## src/rtl/color_pkg.sv

```systemverilog
// Shared definitions for the colour-code digit path: palette, error codes
// and the decoder state encoding.
package color_pkg;

   // Palette, one 12-bit RGB 4:4:4 code per decimal digit
   localparam logic [11:0] COLOR_D0 = 12'h000;
   localparam logic [11:0] COLOR_D1 = 12'hF00;
   localparam logic [11:0] COLOR_D2 = 12'hF80;
   localparam logic [11:0] COLOR_D3 = 12'hFF0;
   localparam logic [11:0] COLOR_D4 = 12'h0F0;
   localparam logic [11:0] COLOR_D5 = 12'h0FF;
   localparam logic [11:0] COLOR_D6 = 12'h08F;
   localparam logic [11:0] COLOR_D7 = 12'h00F;
   localparam logic [11:0] COLOR_D8 = 12'hF0F;
   localparam logic [11:0] COLOR_D9 = 12'hFFF;

   typedef logic [1:0] err_t;

   localparam err_t ERR_OK      = 2'b00;
   localparam err_t ERR_CODE    = 2'b01;
   localparam err_t ERR_RANGE   = 2'b10;
   localparam err_t ERR_TIMEOUT = 2'b11;

   typedef enum logic [1:0] {
      S_TENS = 2'd0,
      S_ONES = 2'd1,
      S_OUT  = 2'd2
   } state_t;

endpackage

```

## src/rtl/color_decoder_if.sv

```systemverilog
// Colour-code input stream and decoded-number output stream of the decoder.
interface color_decoder_if;
   import color_pkg::*;

   logic [11:0] in_code;
   logic        in_valid;
   logic        in_ready;
   logic [5:0]  out_num;
   err_t        out_err;
   logic        out_valid;
   logic        out_ready;

   modport slave (
      input  in_code, in_valid, out_ready,
      output in_ready, out_num, out_err, out_valid
   );

   modport master (
      output in_code, in_valid, out_ready,
      input  in_ready, out_num, out_err, out_valid
   );

endinterface

```

## src/rtl/color_to_digit.sv

```systemverilog
// Combinational palette lookup: 12-bit colour code to decimal digit.
module color_to_digit
   import color_pkg::*;
(
   input  logic [11:0] code,
   output logic [3:0]  digit,
   output logic        valid
);

   // Match the code against the palette; anything else is flagged invalid
   always_comb begin
      digit = 4'd0;
      valid = 1'b1;
      case (code)
         COLOR_D0: digit = 4'd0;
         COLOR_D1: digit = 4'd1;
         COLOR_D2: digit = 4'd2;
         COLOR_D3: digit = 4'd3;
         COLOR_D4: digit = 4'd4;
         COLOR_D5: digit = 4'd5;
         COLOR_D6: digit = 4'd6;
         COLOR_D7: digit = 4'd7;
         COLOR_D8: digit = 4'd8;
         COLOR_D9: digit = 4'd9;
         default:  valid = 1'b0;
      endcase
   end

endmodule

```

## src/rtl/color_decoder.sv

```systemverilog
// Reassembles a tens/ones pair of colour codes into a 6-bit number with an
// error status. A single lookup is shared by both digits since only one
// code can be accepted per cycle.
module color_decoder
   import color_pkg::*;
#(
   parameter int TIMEOUT = 255,
   parameter int CNT_W   = 8
)
(
   input  logic            clk,
   input  logic            rst_n,
   color_decoder_if.slave  bus
);

   state_t           state;
   state_t           state_next;
   logic [3:0]       tens;
   logic             bad;
   logic [CNT_W-1:0] cnt;
   logic [5:0]       num_q;
   err_t             err_q;

   logic [3:0]       digit;
   logic             digit_ok;
   logic             xfer;
   logic             timeout_hit;
   logic [6:0]       value;

   color_to_digit u_lookup (
      .code  (bus.in_code),
      .digit (digit),
      .valid (digit_ok)
   );

   assign xfer        = bus.in_valid && bus.in_ready;
   assign timeout_hit = (TIMEOUT != 0) && (cnt == CNT_W'(TIMEOUT - 1));
   assign value       = (7'(tens) << 3) + (7'(tens) << 1) + 7'(digit);

   assign bus.in_ready  = (state != S_OUT);
   assign bus.out_valid = (state == S_OUT);
   assign bus.out_num   = num_q;
   assign bus.out_err   = err_q;

   // State register
   always_ff @(posedge clk or negedge rst_n) begin
      if (!rst_n) state <= S_TENS;
      else        state <= state_next;
   end

   // Next state: a ones transfer takes precedence over an expiring timeout
   always_comb begin
      state_next = state;
      case (state)
         S_TENS: if (xfer) state_next = S_ONES;
         S_ONES: if (xfer || timeout_hit) state_next = S_OUT;
         S_OUT:  if (bus.out_ready) state_next = S_TENS;
         default: state_next = S_TENS;
      endcase
   end

   // Digit capture, inter-digit timer and result registers
   always_ff @(posedge clk or negedge rst_n) begin
      if (!rst_n) begin
         tens  <= 4'd0;
         bad   <= 1'b0;
         cnt   <= '0;
         num_q <= 6'd0;
         err_q <= ERR_OK;
      end else begin
         case (state)
            S_TENS: begin
               if (xfer) begin
                  tens <= digit;
                  bad  <= !digit_ok;
                  cnt  <= '0;
               end
            end
            S_ONES: begin
               if (xfer) begin
                  if (bad || !digit_ok) begin
                     num_q <= 6'd0;
                     err_q <= ERR_CODE;
                  end else if (value > 7'd63) begin
                     num_q <= 6'd0;
                     err_q <= ERR_RANGE;
                  end else begin
                     num_q <= value[5:0];
                     err_q <= ERR_OK;
                  end
               end else begin
                  cnt <= cnt + 1'b1;
                  if (timeout_hit) begin
                     num_q <= 6'd0;
                     err_q <= ERR_TIMEOUT;
                  end
               end
            end
            default: ;
         endcase
      end
   end

endmodule

```

## src/flat_wrapper.sv

```systemverilog
// flat-port wrapper written by rule: the top's interface ports become plain ports
module color_decoder_flat import color_pkg::*;
#(
   parameter int TIMEOUT = 255,
   parameter int CNT_W   = 8
)
  (clk, rst_n, bus_in_code, bus_in_valid, bus_out_ready, bus_in_ready, bus_out_num, bus_out_err, bus_out_valid);
  color_decoder_if bus_i ();
  input  logic clk;
  input  logic rst_n;
  input wire logic [$bits(bus_i.in_code)-1:0] bus_in_code;
  input wire logic [$bits(bus_i.in_valid)-1:0] bus_in_valid;
  input wire logic [$bits(bus_i.out_ready)-1:0] bus_out_ready;
  output wire logic [$bits(bus_i.in_ready)-1:0] bus_in_ready;
  output wire logic [$bits(bus_i.out_num)-1:0] bus_out_num;
  output wire logic [$bits(bus_i.out_err)-1:0] bus_out_err;
  output wire logic [$bits(bus_i.out_valid)-1:0] bus_out_valid;
  assign bus_i.in_code = bus_in_code;
  assign bus_i.in_valid = bus_in_valid;
  assign bus_i.out_ready = bus_out_ready;
  assign bus_in_ready = bus_i.in_ready;
  assign bus_out_num = bus_i.out_num;
  assign bus_out_err = bus_i.out_err;
  assign bus_out_valid = bus_i.out_valid;
  color_decoder #(.TIMEOUT(TIMEOUT), .CNT_W(CNT_W)) u_core (.clk(clk), .rst_n(rst_n), .bus(bus_i));
endmodule
```

## config.mk

```make
export PLATFORM = sky130hd
export DESIGN_NAME = color_decoder_flat
export DESIGN_NICKNAME = d
export VERILOG_FILES = /design/src/rtl/color_pkg.sv /design/src/rtl/color_decoder_if.sv /design/src/rtl/color_to_digit.sv /design/src/rtl/color_decoder.sv /design/src/flat_wrapper.sv
export SDC_FILE = /design/constraint.sdc
export NUM_CORES = 1
export LEC_CHECK = 0
export ABC_AREA = 1
export CAP_MARGIN = 30
export CORE_MARGIN = 4
export CORE_UTILIZATION = 50
export CTS_CLUSTER_DIAMETER = 80
export DETAILED_ROUTE_END_ITERATION = 8
export GPL_TIMING_DRIVEN = 0
export PLACE_DENSITY = 0.76
export SYNTH_ARGS = -nofsm -noshare
export SYNTH_HDL_FRONTEND = slang
export SYNTH_SLANG_ARGS = --single-unit
```

## constraint.sdc

```tcl
create_clock -name clk -period 2.8 [get_ports clk]
set_input_delay 0.84 -clock clk [delete_from_list [all_inputs] [get_ports clk]]
set_output_delay 0.84 -clock clk [all_outputs]
set_load 0.1 [all_outputs]
```

==> results.md <==
- Antenna viol nets, final: 0
- Cell Area, Synth: 1578 um2
- Max Slew Vio Count: 0
- RSZ-0062 raised after global routing: yes
- Initial Utilization: 52.11%
- Worst hold path type: reg2reg
- Worst path arrival time: 3.06 ns
- Fmax: 0.3561 GHz
- Crit path buf inv count: 3
- Hold_sp: u_core.bus.out_err[0]
- CTS tree: done
- Chip Width: 64.18 um
- Syn_nets: 239
- DRC: 0
- Die area: 4118 um2
- Maximum clock path buffer count: 2
- Vias in the first global route: 1503
- Crit Path Max Fanout: 7
- Max incr delay on CP: 0.35 ns
- Worst R2R Start: u_core.tens[0]
- Relative slew slack: 35.72%
- CTS root buf: clkbuf_4
- M1 WL: 1.598 mm
- R2R cell count: 8
- First-pass GRT wire length: 6.334 mm
- CORE AREA: 3028 um2
- Nets: 293
- CP required: 3.05 ns
- Register area share after synthesis: 36.48%
- Total GRT Usage: 19.41%
- Multi-input logic area: 1049 um2
- Post-route minimum period: 2.808 ns
- Syn_area_per_cell: 7.442 um2
- YS warnings: 0
- Share of layout cells above drive strength 1: 36.23%
- Post-detail-place hpwl: 2.230 mm
- PD cells: 485.8 nW/um2
- CTS Buf Count: 3
- Final hold vios: 0
- Max Cap Viol: 0
- TritonCTS Sinks: 23
- R2R Setup Slk: 0.64 ns
- Post-Place Setup Slack: -0.9483 ns
- Placed cells: 282
- H-tree depth: 1
- Post-synth top area cell: dfrtp_1
- Yosys reg bits: 23
- # port buffers: 25
- Drt pass-1 iters: 5
- Final setup fails: 1
- Final-layout fill cell count: 209
- Crit-path slowest cell: fa_2
- Tcrit/Tclk final: 100.3%
- Transition time of the tightest slew-check pin: 0.9612 ns
- Drt first-iter violations: 26
- Drt total wl: 3.633 mm
- R2R Path End: u_core.bus.out_num[3]
- Synth cell types: 27
- Die boundary height: 64.18 um
- Static leakage: 1.112 nW
- Worst path top cell family by delay: simple AND/OR/NAND/NOR gates
- Grt total ovfl: 0
- CP Class: in2reg
- WL/cell: 11.76 um
- Status: finished, violations left
- Clock skew: 0.003037 ns
- GPL Wtd Cong: 0.8364
- Crit path launch: bus_in_code[3]
- Startpoint types: input port
- Peak VDD IR: 231.7 uV
- Synth top area share: 36.48%
- Routed via count: 1504
- Met3 routed WL: 138 um
- Initial antenna violation count: 0
- Hold Crit Depth: 2
- Largest net degree at the start of global routing: 20
- DR vias/cell: 4.867
- Synth area leaders: dfrtp_1 36%, nand2_1 14%, inv_1 8.3%, ha_1 7.1%, nand3_1 4.8%
- Antenna diodes: 0
- Register Area: 575.6 um2
- CP Capture Type: register
- Top routing layer in use: met4
- Cts hold-fix bufs: 0
- FP Rows: 20
- Synth-to-Final Area Change: 46.00%
- WL met2: 1.818 mm
- Clock-pin slew on the worst setup and hold paths: 0.13 ns
- Post-Layout Cell Count: 309
- Synth Instances: 212
- Failing checks: negative setup slack
- I/O pin count: 26
- CP Cell Sequence: buf_8, nand2_8, nor2_4, buf_4, nand3_2, nand4_1, ha_2, ha_4, inv_2, fa_2, o21ai_4, xnor2_1, nand2_1, or2_1, o21ai_1
- Fin worst setup slack: -0.008406 ns
- Worst Hold End: u_core.bus.out_err[0]
- Worst-Skew Late Latency: 0.31 ns
synthesized netlist by cell type, drive strengths merged:
master / instances
o21a: 2
o22ai: 1
inv: 36
and2: 1
nand4: 1
a211oi: 1
nand3: 20
buf: 1
a21oi: 7
nor2: 21
xnor2: 2
nand2: 60
dfrtp: 23
a21boi: 1
or2: 2
xor2: 1
fa: 2
o21ai: 19
ha: 9
nor3: 2
per-layer routing:
layer | vias up | global-route usage, %
li1 | 777 | -
met1 | 689 | 22.67
met2 | 32 | 34.45
met3 | 6 | 2.812
met4 | 0 | 9.499
met5 | - | 0
worst register-to-register path: stages, from the launching register on:
cell     delay (ns)
dfrtp_1        0.41
inv_1          0.11
fa_1           0.47
fa_2           0.41
o21ai_4        0.16
xnor2_1        0.13
nand2_1        0.09
or2_1          0.22
o21ai_1        0.11
how the worst max path moves through the flow:
stage / to / slack [ns] / cells after the start
final: u_core.bus.out_num[3] / -0.008 / 15
after global routing: u_core.bus.out_num[3] / -0.11 / 15
after CTS: u_core.bus.out_num[3] / -0.03 / 15
after detailed placement: u_core.bus.out_num[5] / -0.95 / 16
after global placement: u_core.bus.out_num[5] / -0.93 / 16
after floorplan: u_core.bus.out_num[3] / -0.07 / 13
cell type report:
cell class                      count  area share (%)
Tap cell                           44           2.390
Sequential cell                    23           24.99
Inverter                           36           6.192
Multi-Input combinational cell    152           45.52
Clock inverter                      1          0.2173
Timing Repair Buffer               49           19.50
Buffer                              1          0.2173
Clock buffer                        3          0.9777
sequential cells by signal, summed over array words and instances, names as in the netlist:
signal / count
u_core.bad: 1
u_core.bus.out_err: 2
u_core.bus.out_num: 6
u_core.cnt: 8
u_core.state: 2
u_core.tens: 4
power by group:
group,total [mW],switching [mW],internal (mW),leakage (nW)
Sequential,0.419,0.0372,0.382,0.311
Clock,0.159,0.105,0.0534,0.0177
Combinational,0.542,0.390,0.152,0.783
Total,1.12,0.533,0.586,1.11
layout by cell type, fill, tap and decap left out, types with 5 or more instances in the layout:
master	instances
clkdlybuf4s50_1	11
nor2_4	8
a21oi_1	7
o21ai_0	9
nand2_1	47
nand2_2	9
inv_2	9
nand3_2	11
buf_4	23
ha_1	6
nor2_1	10
o21ai_1	9
buf_8	5
buf_2	5
inv_1	25
dfrtp_1	23
nand3_1	9
stage by stage:
step,setup TNS [ns],area (um2),power [mW],hold WS (ns),util [%]
finish,-0.008406,2303,1.119,0.4931,76.07
global route,-0.5073,2303,1.193,0.5325,76.07
CTS,-0.03074,2255,1.112,0.4990,74.46
detailed placement,-6.373,1972,0.9380,0.4651,65.12
global placement,-6.248,1957,0.9330,0.4620,64.63
floorplan,-0.3165,1652,0.8060,0.4530,-
what timing repair did:
action | 4_1_cts | 5_1_grt
pin swaps | 26 | 14
endpoints found under the setup margin | 9 | 7
gates resized for setup | 95 | 9
buffers inserted | 21 | 3
kinds of logic (layout without fill, tap and decap cells):
group,count (synthesis),count (layout),share of synthesized area [%]
buffers and inverters,37,90,8.882
adders and majority gates,11,11,9.675
xor gates and xnor gates,3,3,1.666
and+or+nand+nor,107,107,32.04
DFF,23,23,36.48
AOI/OAI and AO/OA,31,31,11.26
Power figures use the tool's default switching activity.
